File: src/rtl/cnn_load_sched.sv
// cnn_load_sched: loads the packed fmap/weight/bias operand vector tile by tile into the
// operand combiner, starts the CNN core, and waits for it before moving to the next tile.
// Optional watchdog: define CNN_LOAD_SCHED_TMO_EN to enable the stall timeout and err output.
module cnn_load_sched #(
  parameter int unsigned NUM_WORDS = 40,
  parameter int unsigned ADDR_BW   = 32,
  parameter int unsigned TILE_BW   = 16,
  parameter int unsigned DRAIN_CYC = 4,
  parameter int unsigned OUT_DLY   = 2,
  parameter int unsigned TMO_CYC   = 1024
) (
  input  logic               clk,
  input  logic               reset_n,
  input  logic               start,
  input  logic [TILE_BW-1:0] num_tiles,
  input  logic [ADDR_BW-1:0] base_addr,
  output logic               busy,
  output logic               tile_done,
  output logic               all_done,
  output logic               rd_req,
  output logic [ADDR_BW-1:0] rd_addr,
  input  logic               rd_ack,
  input  logic [31:0]        rd_data,
  output logic [31:0]        f_data,
  output logic [31:0]        f_address,
  output logic               f_enable,
  output logic               f_value_done,
  output logic               f_done,
  output logic               core_start,
  input  logic               core_done,
  output logic               err
);

  localparam int unsigned IdxW = (NUM_WORDS > 1) ? $clog2(NUM_WORDS) : 1;
  localparam int unsigned CntW = 16;
  localparam logic [IdxW-1:0]    LastIdx   = IdxW'(NUM_WORDS - 1);
  localparam logic [ADDR_BW-1:0] TileStep  = ADDR_BW'(NUM_WORDS);
  localparam logic [CntW-1:0]    DrainLast = CntW'(DRAIN_CYC - 1);
  localparam logic [CntW-1:0]    DlyLast   = CntW'(OUT_DLY - 1);

  typedef enum logic [2:0] {
    StIdle,
    StFetch,
    StDrain,
    StLock,
    StDoneHold,
    StWait
  } state_e;

  state_e             state_q;
  logic [IdxW-1:0]    idx_q;
  logic [TILE_BW-1:0] tile_q;
  logic [TILE_BW-1:0] num_tiles_q;
  logic [ADDR_BW-1:0] tile_base_q;
  logic [CntW-1:0]    cnt_q;
  logic               core_done_ok;
  logic               tmo_hit;

  // A core_done coinciding with our own start pulse belongs to an earlier run, not this tile.
  assign core_done_ok = core_done && !core_start;

`ifdef CNN_LOAD_SCHED_TMO_EN
  localparam int unsigned WdW = $clog2(TMO_CYC + 1);
  localparam logic [WdW-1:0] WdLast = WdW'(TMO_CYC - 1);

  logic [WdW-1:0] wd_q;
  logic           err_q;
  logic           wd_idle;

  assign wd_idle = ((state_q == StFetch) && !rd_ack) || ((state_q == StWait) && !core_done_ok);
  assign tmo_hit = wd_idle && (wd_q == WdLast);
  assign err     = err_q;

  // Watchdog: counts consecutive cycles stuck waiting on the read port or the core.
  always_ff @(posedge clk or negedge reset_n) begin
    if (!reset_n) begin
      wd_q  <= '0;
      err_q <= 1'b0;
    end else if (tmo_hit) begin
      wd_q  <= '0;
      err_q <= 1'b1;
    end else if (wd_idle) begin
      wd_q  <= wd_q + WdW'(1);
    end else begin
      wd_q  <= '0;
    end
  end
`else
  logic unused_tmo;

  assign unused_tmo = ^32'(TMO_CYC);
  assign tmo_hit    = 1'b0;
  assign err        = 1'b0;
`endif

  // Main sequencer: state, counters and all registered control outputs.
  always_ff @(posedge clk or negedge reset_n) begin
    if (!reset_n) begin
      state_q      <= StIdle;
      idx_q        <= '0;
      tile_q       <= '0;
      num_tiles_q  <= '0;
      tile_base_q  <= '0;
      cnt_q        <= '0;
      busy         <= 1'b0;
      tile_done    <= 1'b0;
      all_done     <= 1'b0;
      rd_req       <= 1'b0;
      rd_addr      <= '0;
      f_data       <= '0;
      f_address    <= '0;
      f_enable     <= 1'b0;
      f_value_done <= 1'b0;
      f_done       <= 1'b0;
      core_start   <= 1'b0;
    end else begin
      tile_done  <= 1'b0;
      all_done   <= 1'b0;
      core_start <= 1'b0;
      if (tmo_hit) begin
        // Abort the job; keep the combiner write-locked while idle.
        state_q      <= StIdle;
        busy         <= 1'b0;
        rd_req       <= 1'b0;
        f_enable     <= 1'b0;
        f_done       <= 1'b0;
        f_value_done <= 1'b1;
        all_done     <= 1'b1;
      end else begin
        unique case (state_q)
          StIdle: begin
            if (start) begin
              if (num_tiles == '0) begin
                all_done <= 1'b1;
              end else begin
                state_q      <= StFetch;
                busy         <= 1'b1;
                rd_req       <= 1'b1;
                f_enable     <= 1'b1;
                f_value_done <= 1'b0;
                num_tiles_q  <= num_tiles;
                tile_q       <= '0;
                idx_q        <= '0;
                tile_base_q  <= base_addr;
                rd_addr      <= base_addr;
              end
            end
          end
          StFetch: begin
            if (rd_ack) begin
              f_data    <= rd_data;
              f_address <= 32'(idx_q);
              rd_addr   <= rd_addr + ADDR_BW'(1);
              if (idx_q == LastIdx) begin
                rd_req  <= 1'b0;
                idx_q   <= '0;
                cnt_q   <= '0;
                state_q <= StDrain;
              end else begin
                idx_q   <= idx_q + IdxW'(1);
              end
            end
          end
          StDrain: begin
            // Keep the load window open while the combiner pipeline flushes.
            if (cnt_q == DrainLast) begin
              f_enable     <= 1'b0;
              f_value_done <= 1'b1;
              state_q      <= StLock;
            end else begin
              cnt_q <= cnt_q + CntW'(1);
            end
          end
          StLock: begin
            f_value_done <= 1'b0;
            f_done       <= 1'b1;
            cnt_q        <= '0;
            state_q      <= StDoneHold;
          end
          StDoneHold: begin
            // Wait for the combiner output registers before starting the core.
            if (cnt_q == DlyLast) begin
              core_start   <= 1'b1;
              f_value_done <= 1'b1;
              state_q      <= StWait;
            end else begin
              cnt_q <= cnt_q + CntW'(1);
            end
          end
          StWait: begin
            if (core_done_ok) begin
              tile_done <= 1'b1;
              f_done    <= 1'b0;
              if (tile_q == num_tiles_q - TILE_BW'(1)) begin
                all_done <= 1'b1;
                busy     <= 1'b0;
                state_q  <= StIdle;
              end else begin
                // Tile base advances by accumulation rather than tile*NUM_WORDS.
                tile_q       <= tile_q + TILE_BW'(1);
                tile_base_q  <= tile_base_q + TileStep;
                rd_addr      <= tile_base_q + TileStep;
                idx_q        <= '0;
                rd_req       <= 1'b1;
                f_enable     <= 1'b1;
                f_value_done <= 1'b0;
                state_q      <= StFetch;
              end
            end
          end
          default: state_q <= StIdle;
        endcase
      end
    end
  end

endmodule

File: config.mk
export PLATFORM = sky130hd
export DESIGN_NAME = cnn_load_sched
export DESIGN_NICKNAME = d
export VERILOG_FILES = /design/src/rtl/cnn_load_sched.sv
export SDC_FILE = /design/constraint.sdc
export NUM_CORES = 1
export LEC_CHECK = 0
export ABC_AREA = 1
export BUFFER_PORTS_ARGS = -buffer_cell sky130_fd_sc_hd__buf_4
export CAP_MARGIN = 20
export CORE_ASPECT_RATIO = 1.25
export CORE_MARGIN = 2
export CORE_UTILIZATION = 60
export DETAILED_ROUTE_END_ITERATION = 16
export PLACE_DENSITY = 0.86
export SETUP_SLACK_MARGIN = 0.2
export SYNTH_ARGS = -nofsm -noshare
export SYNTH_HDL_FRONTEND = slang
export SYNTH_SLANG_ARGS = --single-unit
File: constraint.sdc
create_clock -name clk -period 3.96 [get_ports clk]
set_input_delay 0.792 -clock clk [delete_from_list [all_inputs] [get_ports clk]]
set_output_delay 0.792 -clock clk [all_outputs]
set_load 0.05 [all_outputs]
* Yosys cells after proc, flatten, opt, wreduce, memory -nomap -nowiden
Cells that the tools add are included. Widths: inputs -> output; s select.
Storage, ports and cells: word-level logic and storage cells 128, flip-flop bits (word level) 167
Operators by class: reductions and logical operators 21, multiplexer cells 63, equality and inequality tests 20, $add $sub $neg 6, bitwise logic cells 1
Operator list (count):
- $mux 32 | 5
- $mux 16 | 8
- $pmux 32 s3 | 1
- $pmux 16 s4 | 1
- $pmux 32 s2 | 1
- $mux 6 | 6
- $add 16x1->16 const B | 2
- $add 32x1->32 const B | 1
- $add 32x6->32 const B | 1
- $pmux 16 s2 | 1
- $mux 1 | 25
- $ne 2x2->1 const B | 11
- $mux 3 | 7
- $reduce_and 7->1 | 3
- $pmux 3 s6 | 1
- $pmux 6 s3 | 1
- $eq 16x1->1 const B | 1
- $eq 16x16->1 | 1
- $eq 16x2->1 const B | 1
- $logic_not 16->1 | 1
- $sub 16x1->16 const B | 1
- $reduce_and 5->1 | 3
- $reduce_and 6->1 | 2
- $add 6x1->6 const B | 1
- 17 further kinds | 25

* Depth between registers and ports, before layout
Gate-level depths: netlist (run 1).
depth in word-level cells 5, depth in mapped cells 17

* Least setup slack after synthesis (run 1)
OpenSTA, ideal clock, no wires.
kind reg-to-reg, start point register rd_addr[1], end point register rd_addr[24], setup time 120 ps, clock period less this slack 2213 ps, arrival 2093 ps, cell stages (with the launch flop) 11, path slack 1747 ps, path through dfrtp_1 ha_1 nand3_1 nor2_1 nand3b_1 nor3_2 nand3_1 nand3_1 nand3_1 nand4_1 nand2_1
Between the ends: word-level cells in the longest chain between the ends 3
RTL lines:
- start, declared | line 21 | output logic [ADDR_BW-1:0] rd_addr,
- start signal, assigned | line 145 | rd_addr <= base_addr;
- start signal, assigned | line 153 | rd_addr <= rd_addr + ADDR_BW'(1);
- start signal, assigned | line 202 | rd_addr <= tile_base_q + TileStep;
- $add 32x1->32 | line 153
- $mux 32 | line 150 | if (rd_ack) begin
- $pmux 32 s3 | line 130 | unique case (state_q)
No other way between the ends. The select of a mux whose other input is x is not followed. A chain may end at the register's enable or synchronous reset.

* Final worst setup path (run 1)
start point register num_tiles_q[0], end point register idx_q[2]
Between the ends: word-level cells in the longest chain between the ends 4
RTL lines:
- start, declared | line 53 | logic [TILE_BW-1:0] num_tiles_q;
- start signal, assigned | line 141 | num_tiles_q <= num_tiles;
- $sub 16x1->16 | line 194 | if (tile_q == num_tiles_q - TILE_BW'(1)) begin
- $eq 16x16->1 | line 194
- $ne 2x2->1 (no source line)
- $reduce_and 6->1 (no source line)
- end signal, assigned | line 160 | idx_q <= idx_q + IdxW'(1);
- end, declared | line 51 | logic [IdxW-1:0] idx_q;
No other way between the ends.

==> flow_summary.yaml, run 1 <==
status:
  outcome: "finished clean"
drt:
  viasPerCell: 5.79
  drc_viols: 0
  drt_iter0_drc: 949
  postRouteWirelength_um: 32800
  drt_pre_antenna_iters: 6
  avgRoutedWirePerCell_um: 16.9
  dr_total_vias: 11200
  antenna_left: 0
setup_path:
  crit-reg2reg-capture: "idx_q[2]"
  cp-end-kind: "flop"
  critPathKind: "reg2reg"
  rrSetupSlack_ns: 0.64
  rr_startpoint: "num_tiles_q[0]"
  worstPathRequired_ns: 4.28
  worstPathArrival_ns: 3.63
  r2r.worst_path.cells: 16
  startpoint_type: "flop"
  crit_path_max_fanout: 38
  critical_path_source: "num_tiles_q[0]"
synth:
  synth-async-reset-ratio_pct: 100
  postSynthRegisterBits: 167
  ys_dominant_reg_cell: "dfrtp_1"
  number_of_synthesized_flops_with_an_enable_pin: 0
  sequential_area_share_after_synthesis_pct: 37.8
  synth_cells: 1562
  netlist-cell-type-count: 43
  syn_std_cell_area_um2: 11000
  total_number_of_yosys_warnings: 0
  postSynthAreaPerCell_um2: 7.07
placed_design:
  cell_count_after_placement: 1905
  preCtsSetupSlack_ns: 0.751
  dp_hpwl_um: 23800
  globalplace.congestion: 0.956
  buffer_ports.inserted: 162
power:
  p_per_area_nw_per_um2: 862
  power.static_leakage_uw: 0.00636
  worst_ir_drop_vdd_mv: 0.426
sta:
  whs_ns: 0.389
  unrepaired_setup_endpoints_after_global_routing: "no"
  final.period_utilization_pct: 83.7
  fin_worst_skew_ns: 0.0119
  timing.setup.tns_ns: 0
  relSlewSlack_pct: 37.6
  fmaxAchievable_mhz: 302
  setup_violations: 0
  timing_worst_slew_pin_value_ns: 0.935
  report.final.slew_viol_count: 0
  timing.final.ws_setup_ns: 0.644
  timing_hold_violations_final: 0
  min_period_ns: 3.32
cts:
  cts_num_sinks: 167
  insertion_delay_ns: 0.44
  cts-buffers-inserted: 17
  number_of_h_tree_levels: 4
  tritoncts: "yes"
  cts_setup_buffers: 0
  cts-root-buf: "clkbuf_16"
  holdBufCountCts: 0
  cts_max_path_buffers: 2
  resized_gates_after_cts: 0
  cts.reportedPaths.clkPinSlew_ns: 0.07
grt:
  first_global_vias: 10700
  globalRouteMet3Util_pct: 4.66
  top_usage_layer: "met2"
  antenna_violations_before_repair: 0
  grt_pass1_wl_um: 53500
  global_route.overflow_total: 0
  largest_net_degree_at_the_start_of_global_routing: 96
  grt_util_met1_pct: 41.4
  global_route.usage.total_pct: 33.8
  use_met2_pct: 59.9
final_layout:
  final_core_utilization_pct: 70.8
  finish.cell_count_without_fillers: 1937
  insertedDiodeCount: 0
  n_fill_cell: 1556
  nets: 1788
  drive_above_1_share_pct: 16.9
  area_growth_syn_to_layout_pct: 16.0
floorplanning:
  die_height_um: 156
  die_area_um2: 19500
  horizontal_die_dimension_um: 125
  top_level_ports: 190
  std_cell_rows: 55
  start_util_pct: 61.0
  placeableCoreArea_um2: 18100
run:
  cap_violations: 0
hold_path:
  worst_hold_path_type: "in2async"
==> registers in the layout (all words and copies together), names as in the netlist, 3 cells and up <==
register and count:
rd_addr 32, state_q 3, f_data 32, tile_q 16, f_address 6, tile_base_q 32, cnt_q 16, num_tiles_q 16
idx_q 6
==> Yosys cell counts (all sizes together) (19+ instances only) <==
library cell	instances	share of area (%)
nand2	513	18
dfrtp	167	38
nor2	152	5.6
inv	144	4.9
nand3	119	5.6
nand4	109	6.2
buf	68	4.1
o21ai	63	2.9
nor3	42	1.9
xor2	38	3.0
mux2	35	3.6
a21oi	26	1.2
clkbuf	19	0.65
==> logic make-up after synthesis <==
logic type | Yosys count | synth area share, %
flops | 167 | 37.8
simple gates | 963 | 38.9
other cells | 1 | 0.0340
compound gates | 111 | 5.60
xor+xnor | 46 | 3.65
mux | 35 | 3.57
fa+ha+maj | 7 | 0.793
buf+inv | 232 | 9.63
==> worst max-delay path by stage <==
stage	to	slack, ns	cells past startpoint
2_1_floorplan	rd_addr[24]	1.75	10
3_3_place_gp	rd_addr[21]	0.87	16
3_5_place_dp	idx_q[1]	0.75	16
4_1_cts	idx_q[1]	0.73	16
5_1_grt	rd_addr[30]	0.40	16
6_report	idx_q[2]	0.64	16
==> worst max-delay path, cell delays in order, from the launching register on <==
cell and delay (ns):
dfrtp_1 0.41, inv_2 0.09, ha_1 0.21, nand2_1 0.08, nor2_1 0.20, nand2_1 0.13
nand2_1 0.07, nand3_1 0.06, nand2_1 0.11, nor2_1 0.04, nand2_1 0.10, nor2_4 0.05
nand3_4 0.13, buf_4 0.36, nand3_2 0.79, nand2_1 0.28, nand2_1 0.07
==> metrics by stage <==
stage	instance area (um^2)	total power (uW)
4_1_cts	12800	11000
3_3_place_gp	12200	9190
3_5_place_dp	12200	9340
2_1_floorplan	11100	7700
6_report	12800	11000
5_1_grt	12800	11800
==> power by group <==
part           internal [uW]  switching (uW)  leakage, uW
Sequential              2430             815      0.00211
Combinational           1880            4270      0.00397
Clock                    843             807     0.000280
Total                   5150            5900      0.00636
==> cell usage in the layout (no fill, tap or decap), drive strengths merged, types with 26 or more instances in the layout <==
cell type	synthesis	routed
nand2	513	513
buf	68	176
dfrtp	167	167
inv	144	155
nor2	152	152
nand3	119	119
nand4	109	109
o21ai	63	63
nor3	42	42
xor2	38	38
mux2	35	35
conb	1	27
a21oi	26	26
==> area by class of cell <==
class	count	area, um^2	share of cell area (%)
Inverter	145	544	4.25
Sequential cell	167	4180	32.6
Timing Repair Buffer	176	1330	10.3
Multi-Input combinational cell	1189	5910	46.1
Clock inverter	15	148	1.15
Clock buffer	17	425	3.32
Tap cell	228	285	2.23
==> layer usage <==
layer | share of wire [%] | up-vias
li1 | - | 5351
met1 | 39 | 5275
met2 | 51 | 501
met3 | 6.1 | 93
met4 | 3.9 | 0
met5 | 0 | -
(Power assumes the default switching activity.)
==> inputs of run 2 (changes only) <==
--- a/config.mk
+++ b/config.mk
@@ -10,9 +10,9 @@
 export CAP_MARGIN = 20
 export CORE_ASPECT_RATIO = 1.25
 export CORE_MARGIN = 2
-export CORE_UTILIZATION = 60
+export CORE_UTILIZATION = 52
 export DETAILED_ROUTE_END_ITERATION = 16
-export PLACE_DENSITY = 0.86
+export PLACE_DENSITY = 0.79
 export SETUP_SLACK_MARGIN = 0.2
 export SYNTH_ARGS = -nofsm -noshare
 export SYNTH_HDL_FRONTEND = slang
==> constraint.sdc (replaced) <==
create_clock -name clk -period 2.7 [get_ports clk]
set_input_delay 0.54 -clock clk [delete_from_list [all_inputs] [get_ports clk]]
set_output_delay 0.54 -clock clk [all_outputs]
set_load 0.05 [all_outputs]
==> flow_summary.yaml, run 2 (synthesis results as in run 1) <==
status:
  outcome: "finished clean"
placed_design:
  globalplace.congestion: 0.933
  cell_count_after_placement: 1964
  dp_hpwl_um: 24200
  buffer_ports.inserted: 162
  area_after_dpl_um2: 12500
drt:
  antenna_left: 0
  drt_iter0_drc: 1059
  drc_viols: 0
  dr_total_vias: 11200
  postRouteWirelength_um: 32600
  drt_pre_antenna_iters: 6
  viasPerCell: 5.58
  avgRoutedWirePerCell_um: 16.3
grt:
  largest_net_degree_at_the_start_of_global_routing: 63
  grt_pass1_wl_um: 52700
  global_route.usage.total_pct: 29.0
  first_global_vias: 10600
  global_route.overflow_total: 0
  antenna_violations_before_repair: 0
setup_path:
  worstPathRequired_ns: 3.09
  cp-end-kind: "flop"
  crit_slowest_cell: "dfrtp_1"
  crit_top_cell: "nand2_1"
  rrSetupSlack_ns: 0.37
  max_stage_delay_ns: 0.45
  crit_path_max_fanout: 6
  timing.critical_path.cells: "ha_1 > nand3_1 > nor2_1 > nand2_1 > nor2_1 > nand2_1 > nand2_1 > nand3_1 > nand3_1 > nand4_1 > nand2_1"
  critPathKind: "reg2reg"
  startpoint_type: "flop"
  worstPathArrival_ns: 2.72
sta:
  setup_violations: 0
  fin_worst_skew_ns: 0.0119
  timing.setup.tns_ns: 0
  timing_hold_violations_final: 0
  relSlewSlack_pct: 59.5
  fmaxAchievable_mhz: 429
  unrepaired_setup_endpoints_after_global_routing: "no"
  final.period_utilization_pct: 86.4
  report.final.slew_viol_count: 0
  timing_worst_slew_pin_value_ns: 0.608
  min_period_ns: 2.33
cts:
  cts_num_sinks: 167
  insertion_delay_ns: 0.44
  cts-root-buf: "clkbuf_16"
  cts.reportedPaths.clkPinSlew_ns: 0.08
  cts_max_path_buffers: 2
  cts-buffers-inserted: 17
  holdBufCountCts: 0
  tritoncts: "yes"
  number_of_h_tree_levels: 4
power:
  power.static_leakage_uw: 0.00651
  p_per_area_nw_per_um2: 1270
  worst_ir_drop_vdd_mv: 0.818
final_layout:
  reg.largest.list: "f_data (32), rd_addr (32), tile_base_q (32)"
  layout.cells.most_common_list: "nand2_1 (498), buf_4 (183), dfrtp_1 (167), nor2_1 (140), inv_1 (136)"
  area_growth_syn_to_layout_pct: 19.2
  finish.cell_count_without_fillers: 1999
  multi_input_logic_area_um2: 5930
  nets: 1804
  insertedDiodeCount: 0
  n_fill_cell: 1897
  layout.area.seq_um2: 4180
  post-route-cell-area_um2: 13200
  final_common_cell: "nand2_1"
  drive_above_1_share_pct: 17.8
floorplanning:
  top_level_ports: 190
  std_cell_rows: 59
  placeableCoreArea_um2: 20800
  horizontal_die_dimension_um: 134
  start_util_pct: 53.1
  die_area_um2: 22400
  die_height_um: 167
hold_path:
  worst_hold_path_type: "in2async"
run:
  cap_violations: 0
==> run 2: cell count changes in the layout (fill, tap and decap cells not counted), moves of 2 or more <==
| cell | before | now |
|---|---|---|
| buf_4 | 175 | 183 |
| buf_12 | 0 | 7 |
| clkinv_8 | 1 | 6 |
| inv_6 | 5 | 0 |
| clkinv_4 | 0 | 2 |
| nand3_2 | 3 | 1 |
| nand3_4 | 1 | 3 |
==> run 2: worst paths after layout <==
| check | end | from | cells past startpoint |
|---|---|---|---|
| hold / removal | cnt_q[3] | reset_n | 1 |
| hold reg to reg | busy | busy | 2 |
| setup / recovery | rd_addr[30] | rd_addr[0] | 11 |
| max in group asynchronous | tile_base_q[8] | reset_n | 2 |
| setup reg to reg | rd_addr[30] | rd_addr[0] | 11 |
| min in group clk | f_data[27] | rd_data[27] | 2 |
==> run 2: cell type report <==
type	instances	area share, %
clock buffers	17	3.23
clock inverters	15	1.48
inverters	145	4.13
multi-input cells	1189	45.0
flip-flops and latches	167	31.7
well taps	274	2.60
repair buffers	192	11.8
==> run 2: per-stage QoR <==
| step | setup WS (ns) | util, % | power, uW | hold WS, ns |
|---|---|---|---|---|
| detailed placement | 0.273 | 59.9 | 14000 | 0.465 |
| CTS | 0.249 | 62.9 | 16500 | 0.107 |
| floorplan | 0.487 | - | 11300 | 0.244 |
| finish | 0.367 | 63.3 | 16700 | 0.0778 |
| global route | 0.191 | 63.3 | 17800 | 0.122 |
| global placement | 0.336 | 59.9 | 13800 | 0.457 |
==> run 2: metal layers <==
metal  track usage, %  part of all wire, %  vias up  wire (um)
li1                 -                    -     5385          -
met1             35.7                   39     5230      12800
met2             51.1                   51      462      16700
met3             4.32                  6.1       85       2000
met4             11.2                  3.3        0       1080
met5                0                    0        -          0
==> run 2: timing repair <==
action | in CTS | in global routing
endpoints found under the hold margin | 0 | 0
gates resized for setup | 0 | 9
setup buffers | 0 | 2
setup endpoints to repair | 0 | 78
==> run 2: power breakdown <==
part / switching [uW] / internal (uW)
clock network: 1240 / 1270
logic: 6370 / 3070
registers: 1180 / 3570
==> run 2: critical path: cells and delay by family (launching register included) <==
| kind | cells | cell delay [ns] |
|---|---|---|
| adders and majority gates | 1 | 0.28 |
| and+or+nand+nor | 10 | 1.54 |
| DFF | 1 | 0.45 |
